$ cat config.mk
export PLATFORM = sky130hd
export DESIGN_NAME = fifo_wr_arbiter
export DESIGN_NICKNAME = d
export VERILOG_FILES = /design/src/rtl/fifo_wr_arbiter.sv
export SDC_FILE = /design/constraint.sdc
export NUM_CORES = 1
export LEC_CHECK = 0
export ABC_AREA = 1
export BUFFER_PORTS_ARGS = -buffer_cell sky130_fd_sc_hd__buf_2
export CAP_MARGIN = 10
export CORE_MARGIN = 3
export CORE_UTILIZATION = 44
export CTS_CLUSTER_DIAMETER = 60
export DETAILED_ROUTE_END_ITERATION = 8
export PLACE_DENSITY = 0.8
export SLEW_MARGIN = 20
export SYNTH_ARGS = -nofsm -noshare
export SYNTH_HDL_FRONTEND = slang
export SYNTH_SLANG_ARGS = --single-unit
$ cat constraint.sdc
create_clock -name clk -period 1.4 [get_ports clk]
set_input_delay 0.07 -clock clk [delete_from_list [all_inputs] [get_ports clk]]
set_output_delay 0.07 -clock clk [all_outputs]
set_load 0.01 [all_outputs]
$ cat src/rtl/fifo_wr_arbiter.sv
// fifo_wr_arbiter
//   Round-robin arbiter that shares one FIFO write port between N_REQ
//   requesters in the write clock domain. Each grant accepts a burst of up
//   to MAX_BURST beats. Beats are throttled while the FIFO is full. A clear
//   request stops granting, holds fifo_wclr for CLR_CYCLES cycles and then
//   pulses clr_done.
//
// Ports
//   clk         write-domain clock, rising edge
//   rst_n       asynchronous active-low reset
//   req         per-requester write request (level, held until accepted)
//   req_data    per-requester data, requester i at [i*DATA_W +: DATA_W]
//   gnt         one-hot accept; beat from requester i taken when gnt[i]=1
//   fifo_full   FIFO write-side full flag
//   fifo_winc   FIFO write increment
//   fifo_wdata  FIFO write data (owner's slice while granting, else 0)
//   fifo_wclr   FIFO write-side synchronous clear
//   clr_req     single-cycle clear request pulse
//   clr_busy    clear pending or in progress
//   clr_done    single-cycle pulse at the end of a clear
module fifo_wr_arbiter #(
    parameter int N_REQ      = 4,
    parameter int DATA_W     = 8,
    parameter int MAX_BURST  = 4,
    parameter int CLR_CYCLES = 2
) (
    input  logic                    clk,
    input  logic                    rst_n,
    input  logic [N_REQ-1:0]        req,
    input  logic [N_REQ*DATA_W-1:0] req_data,
    output logic [N_REQ-1:0]        gnt,
    input  logic                    fifo_full,
    output logic                    fifo_winc,
    output logic [DATA_W-1:0]       fifo_wdata,
    output logic                    fifo_wclr,
    input  logic                    clr_req,
    output logic                    clr_busy,
    output logic                    clr_done
);

    localparam int IDX_W = (N_REQ > 1) ? $clog2(N_REQ) : 1;

    localparam logic [IDX_W-1:0] LAST_INIT  = IDX_W'(N_REQ - 1);
    localparam logic [3:0]       BURST_LAST = 4'(MAX_BURST - 1);
    localparam logic [3:0]       CLR_LAST   = 4'(CLR_CYCLES - 1);

    localparam logic [1:0] S_IDLE  = 2'd0;
    localparam logic [1:0] S_GRANT = 2'd1;
    localparam logic [1:0] S_CLEAR = 2'd2;
    localparam logic [1:0] S_DONE  = 2'd3;

    logic [1:0]       state;
    logic [IDX_W-1:0] owner;
    logic [IDX_W-1:0] last;
    logic [3:0]       beat_cnt;
    logic [3:0]       clr_cnt;
    logic             clr_pend;

    logic             accept;
    logic             found;
    logic [IDX_W-1:0] next_owner;
    logic [IDX_W-1:0] rr_idx;

    // Round-robin search starting just after the previous owner, wrapping.
    always_comb begin
        found      = 1'b0;
        next_owner = '0;
        rr_idx     = '0;
        for (int unsigned i = 1; i <= N_REQ; i++) begin
            rr_idx = IDX_W'((32'(last) + i) % N_REQ);
            if (!found && req[rr_idx]) begin
                found      = 1'b1;
                next_owner = rr_idx;
            end
        end
    end

    // clr_pend blocks beats from the cycle after the clear request.
    assign accept = (state == S_GRANT) && req[owner] && !fifo_full && !clr_pend;

    always_comb begin
        gnt = '0;
        for (int unsigned i = 0; i < N_REQ; i++) begin
            gnt[i] = accept && (owner == IDX_W'(i));
        end
    end

    assign fifo_winc  = accept;
    assign fifo_wdata = (state == S_GRANT) ? req_data[int'(owner)*DATA_W +: DATA_W] : '0;
    assign fifo_wclr  = (state == S_CLEAR);
    assign clr_done   = (state == S_DONE);
    assign clr_busy   = clr_pend || (state == S_CLEAR) || (state == S_DONE);

    always_ff @(posedge clk or negedge rst_n) begin
        if (!rst_n) begin
            state    <= S_IDLE;
            owner    <= '0;
            last     <= LAST_INIT;
            beat_cnt <= '0;
            clr_cnt  <= '0;
        end else begin
            case (state)
                S_IDLE: begin
                    if (clr_pend || clr_req) begin
                        state   <= S_CLEAR;
                        clr_cnt <= '0;
                    end else if (found) begin
                        owner    <= next_owner;
                        beat_cnt <= '0;
                        state    <= S_GRANT;
                    end
                end
                S_GRANT: begin
                    if (accept) begin
                        beat_cnt <= beat_cnt + 4'd1;
                    end
                    if ((accept && beat_cnt == BURST_LAST) || !req[owner] || clr_pend) begin
                        state <= S_IDLE;
                        last  <= owner;
                    end
                end
                S_CLEAR: begin
                    if (clr_cnt == CLR_LAST) begin
                        state   <= S_DONE;
                        clr_cnt <= '0;
                    end else begin
                        clr_cnt <= clr_cnt + 4'd1;
                    end
                end
                S_DONE: begin
                    state <= S_IDLE;
                    last  <= LAST_INIT;
                end
                default: state <= S_IDLE;
            endcase
        end
    end

    // Pending clear: dropped on entry to CLEAR, requests during CLEAR/DONE ignored.
    always_ff @(posedge clk or negedge rst_n) begin
        if (!rst_n) begin
            clr_pend <= 1'b0;
        end else if (state == S_IDLE && (clr_pend || clr_req)) begin
            clr_pend <= 1'b0;
        end else if (clr_req && state != S_CLEAR && state != S_DONE) begin
            clr_pend <= 1'b1;
        end
    end

endmodule

== After elaboration in Yosys (flattened, before gate mapping) ==
Index checks and enable logic that the tools add are counted.

* Add/subtract/negate cells: 6
* $lt $le $gt $ge: 5
* Equal/unequal tests: 17
* Shift-type cells: 1
* Muxes and demuxes: 35
* Bitwise gates (word level): 1
* Reductions and logical operators: 36

{| class="wikitable"
|+ Operators with widths
! kind !! number
|-
| 32-bit by 6-bit indexed part select with 8-bit output || 1
|-
| 4-bit two-way mux || 5
|-
| 2-bit two-way mux || 9
|-
| 4-bit one-hot mux with 2 select lines || 2
|-
| 2-bit by 3-bit less-than comparator with 1-bit output, second input constant || 5
|-
| 1-bit logical AND || 14
|-
| 1-bit two-way mux || 11
|-
| 1-bit binary-select mux with 2-bit select || 5
|-
| 2-bit != test, second input constant || 5
|-
| 4-bit by 1-bit adder with 4-bit output, second input constant || 2
|-
| 2-bit equality test, second input constant || 4
|-
| 8-bit two-way mux || 1
|-
| 2-bit one-hot mux with 4 select lines || 1
|-
| 2-bit nonzero test || 4
|-
| 1-bit logical NOT || 6
|-
| 2-bit by 1-bit != test with 1-bit output, second input constant || 3
|-
| 3-bit AND reduction || 2
|-
| 1-bit logical OR || 5
|-
| 2-bit by 1-bit adder with 2-bit output, second input constant || 2
|-
| 2-bit adder, second input constant || 2
|-
| 2-bit by 1-bit equality test with 1-bit output, second input constant || 2
|-
| 4-bit by 1-bit equality test with 1-bit output, second input constant || 1
|-
| 4-bit by 2-bit equality test with 1-bit output, second input constant || 1
|-
| 2-bit logical NOT || 2
|-
| 5 further kinds || 6
|}

* Flip-flop bits (word level): 15
* Bits of input ports: 40
* Output and inout bits: 16
* Logic and storage cells: 107

== Longest topological paths before layout ==
Gate-level depths: netlist (run 1).

* Depth after elaboration: 16
* Mapped depth: 12
* Mapped depth without buffers: 11

== Least setup slack after synthesis (run 1) ==
No wires, ideal clock.

* Path kind: reg2reg
* Start: reg last[0]
* End: reg owner[0]
* Setup time: 117 ps
* Arrival: 1389 ps
* Required time: 1283 ps
* Path slack: -106 ps
* Cell stages (with the launch flop): 13
* Buffers on the path: 1
* Period minus slack after synthesis: 1506 ps
* Cells stage by stage: dfstp_2 > buf_6 > inv_6 > nand2_2 > nand2_2 > nand2_1 > nand2_2 > nor2_8 > nand3_2 > nand2_2 > inv_1 > nand3_1 > nand2_1

* Cells in the longest elaborated chain, start to end: 14
* Elaborated cells between the ends (all ways): 27
* Those cells by class: 4 x add/sub; 16 x mux; 7 x reduce/logical

{| class="wikitable"
|+ RTL lines
! item !! line !! text
|-
| start: declaration || 54 || <nowiki>logic [IDX_W-1:0] last;</nowiki>
|-
| start signal: assignment || 119 || <nowiki>last <= owner;</nowiki>
|-
| 2-bit by 1-bit adder with 2-bit output || 70 || <nowiki>rr_idx = IDX_W'((32'(last) + i) % N_REQ);</nowiki>
|-
| 1-bit binary-select mux with 2-bit select || 71 || <nowiki>if (!found && req[rr_idx]) begin</nowiki>
|-
| 1-bit two-way mux (implied by the code) || 71 ||
|-
| 1-bit two-way mux || 71 ||
|-
| 1-bit logical NOT || 71 ||
|-
| 1-bit logical AND || 71 ||
|-
| 1-bit two-way mux || 71 ||
|-
| 1-bit logical NOT || 71 ||
|-
| 1-bit logical AND || 71 ||
|-
| 1-bit two-way mux || 71 ||
|-
| 1-bit logical NOT || 71 ||
|-
| 1-bit logical AND || 71 ||
|-
| 1-bit two-way mux || 71 ||
|-
| 3-bit AND reduction (no source line) || -- ||
|-
| end signal: assignment || 108 || <nowiki>owner <= next_owner;</nowiki>
|-
| end: declaration || 53 || <nowiki>logic [IDX_W-1:0] owner;</nowiki>
|}

Parallel ways exist; a longest one is shown, timed or not. The select of a mux whose other input is x is not followed.
A chain may end at the register's enable or synchronous reset.

== Worst setup path in the final report (run 1) ==
* Start: reg owner[1]
* End: out gnt[2]

* Cells in the longest elaborated chain, start to end: 6
* Elaborated cells between the ends (all ways): 7
* Those cells by class: 1 x eq/ne; 2 x mux; 4 x reduce/logical

{| class="wikitable"
|+ RTL lines
! item !! line !! text
|-
| 1-bit binary-select mux with 2-bit select || 79 || <nowiki>assign accept = (state == S_GRANT) && req[owner] && !fifo_full && !clr_pend;</nowiki>
|-
| 1-bit two-way mux (implied by the code) || 79 ||
|-
| 1-bit logical AND (3 in series) || 79 ||
|-
| 1-bit logical AND * || 84 || <nowiki>gnt[i] = accept && (owner == IDX_W'(i));</nowiki>
|-
| end: declaration || 31 || <nowiki>output logic [N_REQ-1:0] gnt,</nowiki>
|}

Mark *: on every way between the ends. The rest lies on a longest branch, timed or not. The select of a mux whose other input is x is not followed.

==> results.txt, run 1 <==
first-pass GRT wire length: 7510 um
antenna diode count: 0
final setup margin: -0.302 ns
Synth Area in XOR/XNOR: 2.47%
most common cell in the netlist: nand2_1
core area: 0.00292 sq mm
Power Dens Cells: 2190 mW/mm^2
synth top area cells: dfrtp_1 23%, nand2_1 19%, nand3_1 4.9%
final period utilization: 122%
Root Driver: clkbuf_4
vias in the first global route: 1710
vias per cell: 5.34
HP Class: in2reg
internal power: 2430 uW
Rows: 19
Area Overhead vs Synth: 60.9%
cell area after synthesis: 0.00142 sq mm
total routed wirelength: 4980 um
top-area cell type share of the netlist area: 22.9%
CP Launch Type: flip-flop
Slew @ Worst Pin: 0.335 ns
unique cell type count in the Yosys netlist: 36
initial core utilization: 48.6%
VDD IR max: 0.00139 V
fmax: 588 MHz
CTS tree: yes
largest net degree at the start of global routing: 16
worst-path cell chain: inv_4, nand2_2, inv_2, nand2_2, o2111ai_4, nand2_4, nor3_2, buf_2
die width: 62.8 um
Ports: 56
YS warnings: 0
Worst Skew: 0.00424 ns
Crit path largest cell delay: 0.50 ns
die height: 62.8 um
initial antenna violation count: 0
post-synthesis compound-gate area fraction: 16.2%
Net Sw Frac: 51.3%
length of the first detailed-routing pass in iterations: 4
status: complete, but fails checks
grt total ovfl: 0
Remaining DRCs: 0
Nets: 343
Reg clk slew, reported paths: 0.09 ns
CTS Buf Count: 3
DPL Wire Length: 3060 um
# setup viols final: 22
Slew HR: 77.6%
Crit path top cell by count: nand2_2
Routed WL per cell: 14.6 um
simple-gate area share of the yosys netlist: 43.1%
worst skew pair latency: 0.29 ns
syn nets: 249
drt initial violations: 86
switching power: 2560 uW
WHS: 0.176 ns
final hold vios: 0
top_reg_cell synth: dfrtp_1
Post-Syn Area per Cell: 6.89 sq um
Antenna Violating Nets Remaining: 0
mux cell area share after synthesis: 0%
Filler Cell Count: 188
Comb power frac: 77.1%
max-slew violations: 0
fin crit period: 1.70 ns
Setup CP Type: reg2out
sequential cell area fraction in the yosys report: 26.6%
gr usage total: 23.3%
largest area contributor in the netlist: dfrtp_1
pre-CTS WS: -0.188 ns
CP Capture Type: output port
# H-tree levels: 1
TritonCTS Sinks: 15
Clock Path Buffers: 2
failing checks: negative setup slack
fraction of registers with async set or reset after synthesis: 100%
CP required: 1.33 ns
most frequent cells after synthesis: 73 x nand2_1, 15 x inv_1, 14 x nand3_1
Max-Cap Viols: 0
routed vias: 1822
Post-Syn Instances: 206
Pleak: 0.00120 uW
placer congestion estimate: 0.830
sequential share of power: 17.8%
CP max-delay cell: dfrtp_2
largest family of logic cells by synthesized area: simple AND/OR/NAND/NOR gates
Synth Area in Adders: 2.64%
synthesized flop and latch total: 15
# placed instances: 320
Post-synth EDFFs: 0
fin cells: 341
fraction of layout cells with a size suffix above 1: 55.5%
Clock Power Share: 5.1%
total die area: 0.00395 sq mm
port buffer count: 55
Crit path arrival time: 1.63 ns
CP max FO: 6
RSZ-0062 raised after global routing: yes
==> worst paths after layout <==
path | start | end | slack, ns | cells past startpoint
max | owner[1]$_DFFE_PN0P_ | gnt[2] | -0.30 | 8
min | clr_req | clr_pend$_DFFE_PN0P_ | 0.18 | 4
max reg2reg | owner[0]$_DFFE_PN0P_ | beat_cnt[3]$_DFFE_PN0P_ | -0.22 | 10
min reg2reg | beat_cnt[1]$_DFFE_PN0P_ | beat_cnt[1]$_DFFE_PN0P_ | 0.53 | 2
max in group asynchronous | rst_n | last[1]$_DFFE_PN1P_ | 0.90 | 2
min in group asynchronous | rst_n | beat_cnt[3]$_DFFE_PN0P_ | 0.20 | 2
==> worst max-delay path: cells and delay by family (launching register included) <==
kind | cells | cell delay, ns
AO/OA/AOI/OAI | 1 | 0.10
flip-flops | 1 | 0.50
AND/OR/NAND/NOR | 4 | 0.38
buffers and inverters | 3 | 0.35
==> cells in the final DEF (no fill, tap or decap), types with 2 or more instances in the layout <==
| cell type | n |
|---|---|
| clkbuf_4 | 3 |
| dfstp_2 | 2 |
| nor2_1 | 10 |
| o21ai_4 | 2 |
| nand3_2 | 4 |
| buf_2 | 55 |
| inv_2 | 7 |
| nor3_2 | 2 |
| dfrtp_2 | 3 |
| buf_4 | 29 |
| a22oi_1 | 7 |
| nand2_2 | 14 |
| inv_1 | 10 |
| o21ai_0 | 2 |
| nand2_4 | 14 |
| nor2_4 | 4 |
| dfrtp_1 | 10 |
| nor2_2 | 2 |
| inv_4 | 3 |
| nand2_1 | 57 |
| buf_6 | 8 |
| ha_1 | 2 |
| a31oi_1 | 7 |
| nand3_1 | 10 |
| nand4_1 | 4 |
| a21oi_1 | 7 |
| xor2_1 | 3 |
==> timing repair <==
action                     4_1_cts  5_1_grt
setup endpoints to repair       24       26
hold endpoints to repair        15        0
gates cloned                     0        0
gates resized for setup         33       29
pin swaps                       17       14
hold buffers                     1        0
setup buffers                   11        5
==> power groups by stage <==
stage | combinational (uW) | clock [uW] | sequential (uW)
floorplan | 2070 | 0 | 726
global placement | 2790 | 0 | 868
detailed placement | 2830 | 0 | 874
CTS | 3400 | 258 | 839
global route | 4210 | 282 | 900
finish | 3850 | 257 | 888
==> cell type report <==
class | count | area [sq um] | area share, %
Multi-Input combinational cell | 165 | 1120 | 49.0
Timing Repair Buffer | 94 | 613 | 26.8
Sequential cell | 15 | 382 | 16.7
Inverter | 21 | 91.3 | 4.00
Tap cell | 42 | 52.6 | 2.30
Clock buffer | 4 | 26.3 | 1.15
==> metrics by stage <==
stage / power [uW] / util [%] / instance area (sq um) / setup TNS, ns
2_1_floorplan: 2790 / - / 1440 / -0.490
3_3_place_gp: 3650 / 65.2 / 1910 / -1.29
3_5_place_dp: 3710 / 65.2 / 1910 / -1.68
4_1_cts: 4500 / 73.6 / 2150 / -3.08
5_1_grt: 5390 / 78.1 / 2280 / -6.03
6_report: 4990 / 78.1 / 2280 / -4.49
==> kinds of logic after synthesis <==
group | after synthesis
DFF | 15
xor gates and xnor gates | 4
adders and majority gates | 3
and+or+nand+nor | 126
AOI/OAI and AO/OA | 32
buffers and inverters | 26
==> sequential cells by signal, summed over array words and instances, names as in the netlist <==
name and cells:
owner 2, clr_pend 1, state 2, last 2, clr_cnt 4, beat_cnt 4
==> metal layers <==
metal | vias to the layer above | global-route usage [%] | part of all wire (%)
li1 | 869 | - | -
met1 | 855 | 29.3 | 39
met2 | 83 | 40.9 | 52
met3 | 15 | 4.86 | 6.2
met4 | 0 | 4.68 | 2.8
met5 | - | 0 | 0
Note: power is estimated with default switching activity, not from simulation.
==> run 2: changes to the inputs <==
- REMOVE_ABC_BUFFERS: default -> 1
- SKIP_CTS_REPAIR_TIMING: default -> 1
==> results.txt, run 2 (same netlist as run 1, synthesis figures left out) <==
Nets: 333 (-2.9%)
Max-Cap Viols: 0 (unchanged)
Net Sw Frac: 51.8% (+0.48 points)
CTS tree: yes
die height: 62.8 um (unchanged)
vias in the first global route: 1571 (-8.1%)
grt total ovfl: 0 (unchanged)
final period utilization: 118% (-3.2 points)
VDD IR max: 0.00111 V (-20%)
total routed wirelength: 4140 um (-17%)
final setup margin: -0.257 ns (+0.0454 ns)
routed vias: 1701 (-6.6%)
pre-CTS WS: -0.212 ns (-0.0239 ns)
# setup viols final: 22 (unchanged)
gr usage total: 19.3% (-4.0 points)
max-slew violations: 0 (unchanged)
Area Overhead vs Synth: 46.0%
port buffer count: 55 (unchanged)
Clock Path Buffers: 2 (unchanged)
first-pass GRT wire length: 6490 um (-14%)
final hold vios: 0 (unchanged)
failing checks: negative setup slack
Crit path arrival time: 1.84 ns (+0.21 ns)
worst skew pair latency: 0.28 ns (about the same)
CP Capture Type: flip-flop
largest net degree at the start of global routing: 16 (unchanged)
drt initial violations: 83 (-3.5%)
fin crit period: 1.66 ns (-0.0454 ns)
CP max FO: 8 (+2)
length of the first detailed-routing pass in iterations: 5 (+1)
post-layout util: 70.9% (-7.2 points)
Filler Cell Count: 250 (+33%)
start point of the critical path: last[0]$_DFFE_PN1P_
hold path start: clr_req
initial antenna violation count: 0 (unchanged)
Worst Skew: 0.00222 ns (-0.00202 ns)
leading registers by flop count: beat_cnt: 4 flops, clr_cnt: 4 flops
vias per cell: 5.14 (-3.8%)
most common cell after layout, fill and taps aside: nand2_1
Pleak: 0.00110 uW (-8.2%)
Root Driver: clkbuf_4
CP required: 1.59 ns (+0.26 ns)
post-route cell area: 0.00207 sq mm (-9.3%)
DPL Wire Length: 3090 um (+0.77%)
status: complete, but fails checks
Ports: 56 (unchanged)
switching power: 2260 uW (-12%)
FF-to-FF End: beat_cnt[2]$_DFFE_PN0P_
RSZ-0062 raised after global routing: yes
Clock Power Share: 5.9% (+0.8 points)
fmax: 604 MHz (+2.7%)
commonest non-fill, non-tap cells in the layout: 64 x nand2_1, 55 x buf_2, 26 x buf_4
sequential share of power: 19.2% (+1.4 points)
Slew HR: 76.0% (-1.6 points)
placer congestion estimate: 0.851 (+2.5%)
TritonCTS Sinks: 15 (unchanged)
Reg clk slew, reported paths: 0.10 ns (about the same)
CTS Buf Count: 3 (unchanged)
Setup CP Type: reg2reg
initial core utilization: 48.6% (unchanged)
Routed WL per cell: 12.5 um (-14%)
Post-Place Cell Area: 0.00186 sq mm (-2.2%)
Antenna Violating Nets Remaining: 0 (unchanged)
Power Dens Cells: 2110 mW/mm^2 (-3.6%)
HP Class: in2reg
Slew @ Worst Pin: 0.360 ns (+0.0241 ns)
Comb power frac: 74.8% (-2.3 points)
WHS: 0.114 ns (-0.0613 ns)
Critical Path Sink: beat_cnt[2]$_DFFE_PN0P_
internal power: 2110 uW (-13%)
fraction of layout cells with a size suffix above 1: 47.1% (-8.5 points)
# H-tree levels: 1 (unchanged)
Register-to-Register Path Depth: 9 (-1)
antenna diode count: 0 (unchanged)
Rows: 19 (unchanged)
Remaining DRCs: 0 (unchanged)
core area: 0.00292 sq mm (unchanged)
worst reg-to-reg setup slack: -0.26 ns (-0.04 ns)
die width: 62.8 um (unchanged)
reg-to-reg critical path startpoint: last[0]$_DFFE_PN1P_
total die area: 0.00395 sq mm (unchanged)
CP Launch Type: flip-flop
[run 2: cell type report]
cell class                 instances  area (sq um)  area share (%)
clock buffer                       3          22.5            1.09
sequential                        15           380            18.3
multi-input combinational        165          1010            48.8
inverter                          21          97.6            4.71
clock inverter                     1          5.00           0.241
timing repair buffer              84           503            24.3
tap                               42          52.6            2.53
[run 2: worst min-delay path by stage]
stage	endpoint	slack, ns	cells after the start
after floorplan	beat_cnt[0]$_DFFE_PN0P_	-0.23	0
after global placement	clr_cnt[2]$_DFFE_PN0P_	-0.01	1
after detailed placement	clr_cnt[2]$_DFFE_PN0P_	-0.0009	1
after CTS	clr_cnt[2]$_DFFE_PN0P_	-0.32	1
after global routing	clr_pend$_DFFE_PN0P_	0.15	3
final	clr_pend$_DFFE_PN0P_	0.11	3
[run 2: power groups by stage]
stage	logic, uW	clock network, uW	registers [uW]
3_3_place_gp	2700	0	834
2_1_floorplan	1770	0	849
6_report	3270	259	840
3_5_place_dp	2760	0	840
4_1_cts	2770	267	832
5_1_grt	3590	276	866
[run 2: critical path: stages (launching register included)]
cell	delay [ns]
dfstp_2	0.63
inv_6	0.06
nand2_1	0.09
nand2_2	0.09
nand2_2	0.10
nand2_4	0.08
nor2_8	0.15
nand4_4	0.16
nand3_1	0.12
nand2_1	0.05
[run 2: layer usage]
layer	global-route usage (%)	up-vias	routed length (um)
li1	-	849	-
met1	24.8	762	1720
met2	33.7	88	1990
met3	4.50	2	433
met4	2.48	0	7
met5	0	-	0
[run 2: per-stage QoR]
| step | std cells | total power, uW | TNS (ns) |
|---|---|---|---|
| 2_1_floorplan | 201 | 2620 | -0.451 |
| 3_3_place_gp | 319 | 3540 | -0.905 |
| 3_5_place_dp | 319 | 3600 | -1.52 |
| 4_1_cts | 323 | 3870 | -5.84 |
| 5_1_grt | 331 | 4730 | -6.09 |
| 6_report | 331 | 4370 | -4.07 |
==> run 3: changes to the inputs <==
- CORE_MARGIN: 3 -> default
==> results.txt, run 3 (same netlist as run 1, synthesis figures left out) <==
status: complete, but fails checks
Crit path arrival time: 1.85 ns (about the same)
CP required: 1.60 ns (about the same)
total die area: 0.00346 sq mm (-12%)
routed vias: 1754 (+3.1%)
Area Overhead vs Synth: 56.1%
max-slew violations: 0 (unchanged)
Final Power: 4790 uW (+9.8%)
total routed wirelength: 4480 um (+8.2%)
CP max-delay cell: dfstp_2
vias per cell: 5.14 (about the same)
grt total ovfl: 0 (unchanged)
failing checks: negative setup slack
gr usage total: 21.5% (+2.2 points)
final period utilization: 118% (-0.36 points)
Power Dens Cells: 2160 mW/mm^2 (+2.6%)
# H-tree levels: 1 (unchanged)
commonest non-fill, non-tap cells in the layout: 62 x nand2_1, 55 x buf_2, 28 x buf_4
Routed WL per cell: 13.1 um (+5.0%)
Rows: 20 (+1)
CP max FO: 8 (unchanged)
Slew HR: 76.6% (+0.55 points)
Comb power frac: 77.1% (+2.3 points)
CTS tree: yes
leading registers by flop count: beat_cnt: 4 flops, clr_cnt: 4 flops
placer congestion estimate: 0.847 (-0.49%)
most common cell after layout, fill and taps aside: nand2_1
internal power: 2340 uW (+11%)
Max-Cap Viols: 0 (unchanged)
Clock Path Buffers: 2 (unchanged)
switching power: 2450 uW (+8.4%)
Slew @ Worst Pin: 0.351 ns (-0.00825 ns)
TritonCTS Sinks: 15 (unchanged)
first-pass GRT wire length: 5690 um (-12%)
Crit path max-delay family: flip-flops
Root Driver: clkbuf_4
Crit path largest cell delay: 0.64 ns (about the same)
Worst Skew: 0.00510 ns (+0.00288 ns)
worst skew pair latency: 0.30 ns (+0.02 ns)
# setup viols final: 23 (+4.5%)
initial core utilization: 46.5% (-2.1 points)
port buffer count: 55 (unchanged)
post-route cell area: 0.00222 sq mm (+6.9%)
drt initial violations: 59 (-29%)
fin crit period: 1.65 ns (-0.00498 ns)
fin cells: 341 (+3.0%)
fmax: 606 MHz (+0.30%)
Antenna Violating Nets Remaining: 0 (unchanged)
DPL Wire Length: 3010 um (-2.3%)
Clock Power Share: 5.6% (-0.3 points)
Setup CP Type: reg2reg
Remaining DRCs: 0 (unchanged)
Crit path top cell by count: nand2_1
Ports: 56 (unchanged)
Post-Place Cell Area: 0.00187 sq mm (+0.13%)
Nets: 341 (+2.4%)
worst-path cell chain: inv_6, nand2_2, nand2_2, buf_4, nand2_1, o21ai_0, a21oi_1, nand2_1, nand3_1, nand2_1
pre-CTS WS: -0.213 ns (-0.000430 ns)
die height: 58.8 um (-6.4%)
Pleak: 0.00117 uW (+6.0%)
CP Launch Type: flip-flop
VDD IR max: 0.00127 V (+14%)
CTS Buf Count: 3 (unchanged)
antenna diode count: 0 (unchanged)
Net Sw Frac: 51.1% (-0.66 points)
sequential share of power: 17.3% (-1.9 points)
Reg clk slew, reported paths: 0.09 ns (about the same)
final setup margin: -0.252 ns (+0.00498 ns)
vias in the first global route: 1425 (-9.3%)
die width: 58.8 um (-6.4%)
# placed instances: 321 (+0.63%)
initial antenna violation count: 0 (unchanged)
RSZ-0062 raised after global routing: yes
post-layout util: 72.6% (+1.7 points)
HP Class: in2reg
length of the first detailed-routing pass in iterations: 4 (-1)
CP bufs+invs: 2 (+1)
core area: 0.00305 sq mm (+4.4%)
fraction of layout cells with a size suffix above 1: 51.9% (+4.8 points)
final hold vios: 0 (unchanged)
CP Capture Type: flip-flop
largest net degree at the start of global routing: 16 (unchanged)
## run 3: changes by cell type in the layout (fill, tap and decap cells not counted), moves of 2 or more
cell	delta
nand2_1	-2
buf_4	+2
buf_6	+6
nor2_2	-2
a22oi_2	+6
nand2_4	+2
nor2_4	+2
a22oi_1	-6
## run 3: cell type report
cell class,instances,area [sq um]
clock buffers,4,26.3
fillers,255,836
inverters,21,91.3
multi-input cells,165,1080
flip-flops and latches,15,382
well taps,44,55.1
repair buffers,92,586
## run 3: worst paths after layout
kind	startpoint	depth (start not counted)	end	slack [ns]
worst min-delay path	clr_req	4	clr_pend$_DFFE_PN0P_	0.17
worst max register to register	last[0]$_DFFE_PN1P_	10	owner[0]$_DFFE_PN0P_	-0.25
max in group asynchronous	rst_n	2	last[0]$_DFFE_PN1P_	0.91
min in group asynchronous	rst_n	2	beat_cnt[3]$_DFFE_PN0P_	0.19
worst min register to register	beat_cnt[1]$_DFFE_PN0P_	2	beat_cnt[1]$_DFFE_PN0P_	0.53
worst max-delay path	last[0]$_DFFE_PN1P_	10	owner[0]$_DFFE_PN0P_	-0.25
## run 3: power groups by stage
stage / sequential (uW) / clock, uW / combinational [uW]
global route: 854 / 279 / 3990
finish: 829 / 270 / 3690
CTS: 841 / 268 / 2780
floorplan: 849 / 0 / 1770
detailed placement: 848 / 0 / 2770
global placement: 838 / 0 / 2690
## run 3: worst register-to-register path: stages (launching register included)
cell and delay, ns:
dfstp_2 0.64, inv_6 0.07, nand2_2 0.06, nand2_2 0.09, buf_4 0.15, nand2_1 0.07, o21ai_0 0.10, a21oi_1 0.17
nand2_1 0.07, nand3_1 0.08, nand2_1 0.06
## run 3: routing by layer
metal,GRT usage [%],vias to the layer above,part of all wire [%]
li1,-,864,-
met1,22.4,821,40
met2,43.3,64,54
met3,1.98,5,5.2
met4,8.50,0,1.2
met5,0,-,0
## run 3: stage by stage
| stage | TNS [ns] | hold WS (ns) |
|---|---|---|
| 3_3_place_gp | -0.850 | -0.0120 |
| 3_5_place_dp | -1.30 | -0.00143 |
| 5_1_grt | -6.22 | 0.221 |
| 4_1_cts | -4.81 | -0.330 |
| 6_report | -4.30 | 0.171 |
| 2_1_floorplan | -0.451 | -0.226 |
